[src/rtl/regfile_mp.sv]
// Multi-port register file with a post-reset clearing sweep, optional zero register,
// optional write->read bypass and a per-register busy scoreboard for hazard detection.
module regfile_mp #(
    parameter int DATA_W   = 16,
    parameter int ADDR_W   = 4,
    parameter int NUM_RD   = 2,
    parameter int NUM_WR   = 1,
    parameter int ZERO_REG = 1,
    parameter int BYPASS   = 1
) (
    input  logic                     clk,
    input  logic                     rst,
    input  logic [NUM_WR-1:0]        wEnable_i,
    input  logic [NUM_WR*ADDR_W-1:0] wAddr_i,
    input  logic [NUM_WR*DATA_W-1:0] wData_i,
    input  logic [NUM_RD-1:0]        rEnable_i,
    input  logic [NUM_RD*ADDR_W-1:0] rAddr_i,
    output logic [NUM_RD*DATA_W-1:0] rData_o,
    output logic [NUM_RD-1:0]        rBusy_o,
    input  logic                     resv_i,
    input  logic [ADDR_W-1:0]        resvAddr_i,
    output logic                     ready_o
);
    localparam int DEPTH = 1 << ADDR_W;

    typedef enum logic {S_INIT, S_RUN} state_t;

    state_t              state_q;
    logic [ADDR_W-1:0]   idx_q;
    logic                ready_q;
    logic [DATA_W-1:0]   regs_q [DEPTH];
    logic [DEPTH-1:0]    busy_q;

    assign ready_o = ready_q;

    // Register contents are not reset directly; the INIT sweep clears them one per edge.
    always_ff @(posedge clk) begin
        if (!rst) begin
            state_q <= S_INIT;
            idx_q   <= '0;
            busy_q  <= '0;
            ready_q <= 1'b0;
        end else begin
            case (state_q)
                S_INIT: begin
                    regs_q[idx_q] <= '0;
                    idx_q         <= idx_q + 1'b1;
                    if (idx_q == ADDR_W'(DEPTH - 1)) begin
                        state_q <= S_RUN;
                        ready_q <= 1'b1;
                    end
                end
                S_RUN: begin
                    // Later ports overwrite earlier ones, so the highest index wins.
                    for (int k = 0; k < NUM_WR; k++) begin
                        if (wEnable_i[k]) begin
                            busy_q[wAddr_i[k*ADDR_W +: ADDR_W]] <= 1'b0;
                            if (!(ZERO_REG != 0 && wAddr_i[k*ADDR_W +: ADDR_W] == '0))
                                regs_q[wAddr_i[k*ADDR_W +: ADDR_W]] <= wData_i[k*DATA_W +: DATA_W];
                        end
                    end
                    // A new reservation outranks a clearing write from an older producer.
                    if (resv_i && !(ZERO_REG != 0 && resvAddr_i == '0))
                        busy_q[resvAddr_i] <= 1'b1;
                end
                default: state_q <= S_INIT;
            endcase
        end
    end

    for (genvar g = 0; g < NUM_RD; g++) begin : g_rd
        logic [ADDR_W-1:0] ra;
        logic              hit;
        logic [DATA_W-1:0] byp;
        logic [DATA_W-1:0] rd;
        logic              rb;

        assign ra = rAddr_i[g*ADDR_W +: ADDR_W];

        always_comb begin
            hit = 1'b0;
            byp = '0;
            for (int k = 0; k < NUM_WR; k++) begin
                if (BYPASS != 0 && wEnable_i[k] && wAddr_i[k*ADDR_W +: ADDR_W] == ra) begin
                    hit = 1'b1;
                    byp = wData_i[k*DATA_W +: DATA_W];
                end
            end
        end

        always_comb begin
            rd = '0;
            rb = 1'b0;
            if (ready_q && rEnable_i[g]) begin
                if (ZERO_REG != 0 && ra == '0)
                    rd = '0;
                else if (hit)
                    rd = byp;
                else
                    rd = regs_q[ra];
                rb = busy_q[ra] & ~hit;
            end
        end

        assign rData_o[g*DATA_W +: DATA_W] = rd;
        assign rBusy_o[g]                  = rb;
    end

endmodule
[config.mk]
export PLATFORM = sky130hd
export DESIGN_NAME = regfile_mp
export DESIGN_NICKNAME = d
export VERILOG_FILES = /design/src/rtl/regfile_mp.sv
export SDC_FILE = /design/constraint.sdc
export NUM_CORES = 1
export LEC_CHECK = 0
export CAP_MARGIN = 30
export CORE_ASPECT_RATIO = 0.75
export CORE_MARGIN = 4
export CORE_UTILIZATION = 48
export CTS_CLUSTER_SIZE = 40
export DETAILED_ROUTE_END_ITERATION = 12
export DONT_BUFFER_PORTS = 1
export PLACE_DENSITY = 0.65
export SLEW_MARGIN = 20
export SYNTH_ARGS = -nofsm -noshare
export SYNTH_HDL_FRONTEND = slang
export SYNTH_SLANG_ARGS = --single-unit
[constraint.sdc]
create_clock -name clk -period 2.4 [get_ports clk]
set_input_delay 0.48 -clock clk [delete_from_list [all_inputs] [get_ports clk]]
set_output_delay 0.48 -clock clk [all_outputs]
set_load 0.05 [all_outputs]
# Word-level counts from Yosys, hierarchy flattened
# Memories as Yosys holds them, arrays and structs flattened.
# Index checks and enable logic that the tools add are counted.
[classes]
add_sub_neg = 1
div = 0
shifts = 0
n_mul = 0
n_mux = 37
reduce_logical = 14
bitwise = 8
magnitude_cmp = 6
eq_ne = 3
[ops]
columns = ["operator", "count"]
rows = [
  ["16-bit 2-to-1 mux", 13],
  ["4-bit by 5-bit less-than comparator with 1-bit output, second input constant", 4],
  ["1-bit 2-to-1 mux", 19],
  ["16-bit bitwise AND", 1],
  ["4-bit zero test", 4],
  ["16-bit inverter", 1],
  ["16-bit OR", 1],
  ["16-bit OR reduction", 1],
  ["1-bit binary-select mux with 4-bit select", 2],
  ["1-bit demux with 4-bit select", 2],
  ["4-bit == test", 2],
  ["4-bit by 1-bit greater-or-equal comparator with 1-bit output, second input constant", 2],
  ["1-bit logical AND", 7],
  ["4-bit by 1-bit adder with 4-bit output, second input constant", 1],
  ["4-bit == test, second input constant", 1],
  ["4-bit 2-to-1 mux", 1],
  ["1-bit inverter", 3],
  ["1-bit bitwise AND", 2],
  ["2-bit AND reduction", 1],
  ["1-bit zero test", 1],
]
[word_totals]
rom_bits = 0
inputBits = 38
memories = 1
word_cells = 74
out_inout_bits = 35
ram_bits = 256
latch_bits = 0
ff_bits = 22
[memory_table]
columns = ["memory", "depth", "word_bits", "read_ports", "rd_ports_with_merged_regs", "wr", "line_no", "source"]
rows = [
  ["regs_q", 16, 16, 2, 0, 1, "31", "logic [DATA_W-1:0] regs_q [DEPTH];"],
]

# Logic depth before layout (Yosys ltp)
[depth]
word_depth = 11
mapped_depth = 7
depth_no_buf = 4

# Worst setup path before layout
# No wires, ideal clock.
[synth_path]
path_type = "input to output"
from = "input port rAddr_i[0]"
to = "output port rData_o[14]"
slack_ns = -0.245
required_ns = 1.920
n_path_buf = 2
stages = 6
t_arrival_ns = 2.165
cell_sequence = "clkbuf_1 > buf_2 > mux4_2 > a22oi_1 > nand3_1 > a22o_1"
[synth_between]
elab_chain_len = 6
[synth_lines]
columns = ["element", "line_no", "source"]
rows = [
  ["start: declaration", "17", "input logic [NUM_RD*ADDR_W-1:0] rAddr_i,"],
  ["branches (longest 4 deep; another with memory read 16 x 16 bit)", "--", ""],
  ["16-bit 2-to-1 mux (*)", "95", "if (ZERO_REG != 0 && ra == '0)"],
  ["16-bit 2-to-1 mux (*)", "94", "if (ready_q && rEnable_i[g]) begin"],
  ["end: declaration", "18", "output logic [NUM_RD*DATA_W-1:0] rData_o,"],
]
# Every way passes the cells marked *.

==> qor.json <==
{
  "run": {
    "max_cap_viol_count": 0
  },
  "route": {
    "drc_errors": 0,
    "vias_per_cell": 6.69,
    "totalWireLength_mm": 36.8,
    "drt_iter0_drc": 824,
    "drt_pass1_iterations": 6,
    "detailroute.via_count": 8424,
    "postRouteAntennaNets": 0,
    "wl_per_cell_um": 29.2
  },
  "pwr": {
    "netSwitchingFraction": 0.195,
    "power.density_cell_area_nw_per_um2": 630,
    "p_clk_frac": 0.434,
    "sequentialPowerShare": 0.516,
    "power_switching_uw": 2000,
    "total_leakage_power_uw": 0.00589,
    "cell_internal_power_uw": 8260,
    "combinationalPowerShare": 0.050,
    "ir_drop_mv": 0.616,
    "power_uw": 10300
  },
  "logic_synthesis": {
    "post_synthesis_register_bit_count": 278,
    "synth_ff_type": "sky130_fd_sc_hd__edfxtp_1",
    "synthDominantAreaCellType": "sky130_fd_sc_hd__edfxtp_1",
    "seq_area_frac_synth": 0.585,
    "yosys-top-cells-area": "sky130_fd_sc_hd__edfxtp_1, sky130_fd_sc_hd__mux4_2, sky130_fd_sc_hd__dfxtp_1",
    "yosysUniqueCellTypes": 46,
    "postSynthNetCount": 864,
    "ys_warn_count": 0,
    "yosys.cell_count.top_type": "sky130_fd_sc_hd__edfxtp_1",
    "synthesis.instances": 825,
    "netlist.area_leader.share": 0.553,
    "synth-edff-count": 256,
    "synthesis.area_per_instance_um2": 16.8,
    "syn_area_um2": 13900,
    "synthArstFlopShare": 0,
    "synth_common_cells": "sky130_fd_sc_hd__edfxtp_1, sky130_fd_sc_hd__mux4_2, sky130_fd_sc_hd__nand2_1, sky130_fd_sc_hd__nor2b_1"
  },
  "timing": {
    "final-setup-viol-count": 33,
    "final-max-slew-violation-count": 0,
    "slew_headroom": 0.458,
    "worst_tran_pin_value_ns": 0.801,
    "layout_worst_path_cycle_share": 1.13,
    "finalHoldWorstSlack_ns": 0.0628,
    "accumulated_negative_setup_slack_ns": -8.99,
    "final_period_minus_worst_setup_slack_ns": 2.72,
    "maxClockFrequency_mhz": 367,
    "setup_repair_after_global_routing_missed_its_margin": "yes",
    "hold_viol": 0,
    "clk_skew_ns": 0.0205,
    "final.setup.worst_slack_ns": -0.324
  },
  "setup_path": {
    "timing.critical_path.fanout_max": 2,
    "timing.critical_path.max_delay_family": "compound AO/OA/AOI/OAI gates",
    "worst_setup_path_end_kind": "output port",
    "cp_slowest_cell": "sky130_fd_sc_hd__mux4_2",
    "critPathRequiredTime_ns": 1.92,
    "worst-path-buf-inv": 1,
    "startpoint_type": "register",
    "critical-path-max-stage-delay_ns": 0.50,
    "critical_path_class": "register to output port",
    "worstPathCellList": "mux4_2 -> nor2b_4 -> a211o_1 -> a32o_2 -> buf_12",
    "timing.critical_path.arrival_ns": 2.24
  },
  "final_layout": {
    "finish.net_count": 892,
    "layout-drive-gt1-share": 0.372,
    "area.growth.synth_to_final_pct": 17.2,
    "antennaDiodeCount": 0,
    "post-route-cell-area_um2": 16300
  },
  "floorplanning": {
    "design.die.area_um2": 31800,
    "die_h_um": 155,
    "num_io_pins": 73,
    "die_w_um": 204,
    "floorplan.initialDensity": 0.492,
    "num_rows": 53,
    "placeable_core_region_um2": 28200
  },
  "clock_network": {
    "clock_tree.htree_level_count": 1,
    "postCtsSetupRepairBufs": 0,
    "clk_latency_ns": 0.54,
    "register_clock_pin_slew_on_the_reported_worst_setup_and_hold_paths_ns": 0.06,
    "cts_num_sinks": 278,
    "numCtsBuffers": 29,
    "clock_tree_from_tritoncts": "done",
    "cts_root_buf": "sky130_fd_sc_hd__clkbuf_16",
    "clockBufferDepth": 3
  },
  "placed_design": {
    "gpl.final_weighted_congestion": 0.833,
    "place.detailed.hpwl_mm": 21.9,
    "dpl_cell_area_um2": 15100,
    "port_buffers": 0
  },
  "global_routing": {
    "grt_first_pass_wirelength_mm": 55.6,
    "antenna_found_initial": 0,
    "overflow_left_after_global_routing": 0,
    "largest_net_degree_at_the_start_of_global_routing": 71,
    "number_of_global_route_vias_before_repair": 8694,
    "grt.total_usage": 0.233
  },
  "run_status": {
    "outcome": "finished with violations",
    "failed_checks": "negative setup slack"
  },
  "worst_hold_path": {
    "hold_path.class": "input pin to register"
  }
}
-- power by group through the flow --
stage          Clock, uW  Combinational, uW  Sequential, uW
3_3_place_gp           0                469            5390
2_1_floorplan          0                557            5390
6_report            4450                511            5300
3_5_place_dp           0                475            5400
5_1_grt             4740                539            5300
4_1_cts             4510                499            5300
-- worst register-to-register path: stages, from the launching register on --
cell and delay, ns:
sky130_fd_sc_hd__dfxtp_2 0.43, sky130_fd_sc_hd__nand3_1 0.22, sky130_fd_sc_hd__o21a_1 0.28, sky130_fd_sc_hd__or3b_1 0.47, sky130_fd_sc_hd__nor2_1 0.25, sky130_fd_sc_hd__buf_12 0.23
-- worst paths after layout --
check        slack [ns]  cells after the start               startpoint                      end
min reg2reg        0.49                      1   busy_q[0]$_SDFFE_PN0P_   busy_q[0]$_SDFFE_PN0P_
min                0.06                      1                      rst     ready_o$_SDFFE_PN0P_
max               -0.32                      5  regs_q[10][4]$_DFFE_PP_              rData_o[20]
max reg2reg        0.19                      5       state_q$_SDFF_PN0_  regs_q[11][9]$_DFFE_PP_
-- sequential cells by signal, summed over array words and instances, names as in the netlist --
signal	count
ready_o	1
state_q	1
idx_q	4
busy_q	16
regs_q	256
-- repair_timing --
| item | in CTS | in global routing |
|---|---|---|
| endpoints found under the setup margin | 34 | 322 |
| gates resized for setup | 39 | 19 |
| hold buffers | 0 | 0 |
| pin swaps | 46 | 18 |
-- cell families (layout without fill, tap and decap cells) --
logic type	Yosys count	in the layout	synth area share
xor+xnor	11	11	0.00693
mux	167	167	0.244
simple gates	174	174	0.0639
buf+inv	71	120	0.0294
compound gates	123	123	0.0696
flops	278	278	0.585
fa+ha+maj	1	1	0.000900
-- layout by cell type (no fill, tap or decap), drive strengths merged, types with 10 or more instances in the layout --
cell    count
edfxtp    256
mux4      136
buf        65
nand2      57
clkbuf     37
nor2b      34
mux2i      31
a211o      28
a32o       28
nor2       24
dfxtp      22
o21ai      22
and2       20
a21boi     17
nand3      13
clkinv     10
-- layer usage --
layer	vias to the layer above	global-route usage	wire length, um
met4	0	0.0552	940
met3	68	0.0440	3000
met2	462	0.374	18100
li1	3475	-	-
met1	4419	0.335	14800
met5	-	0	0
-- through the flow --
stage	setup slack (ns)	std cells	util
final	-0.324	1259	0.576
after global routing	-0.408	1259	0.576
after CTS	-0.334	1259	0.573
after detailed placement	0.0311	1207	0.535
after global placement	0.0677	1207	0.535
after floorplan	-0.202	825	-
-- area by class of cell --
class	count	area [um^2]
Sequential cell	278	8130
Tap cell	385	482
Timing Repair Buffer	65	1070
Inverter	3	11.3
Multi-Input combinational cell	476	5630
Fill cell	2110	12000
Clock buffer	37	807
Clock inverter	15	149
Power figures use the tool's default switching activity.
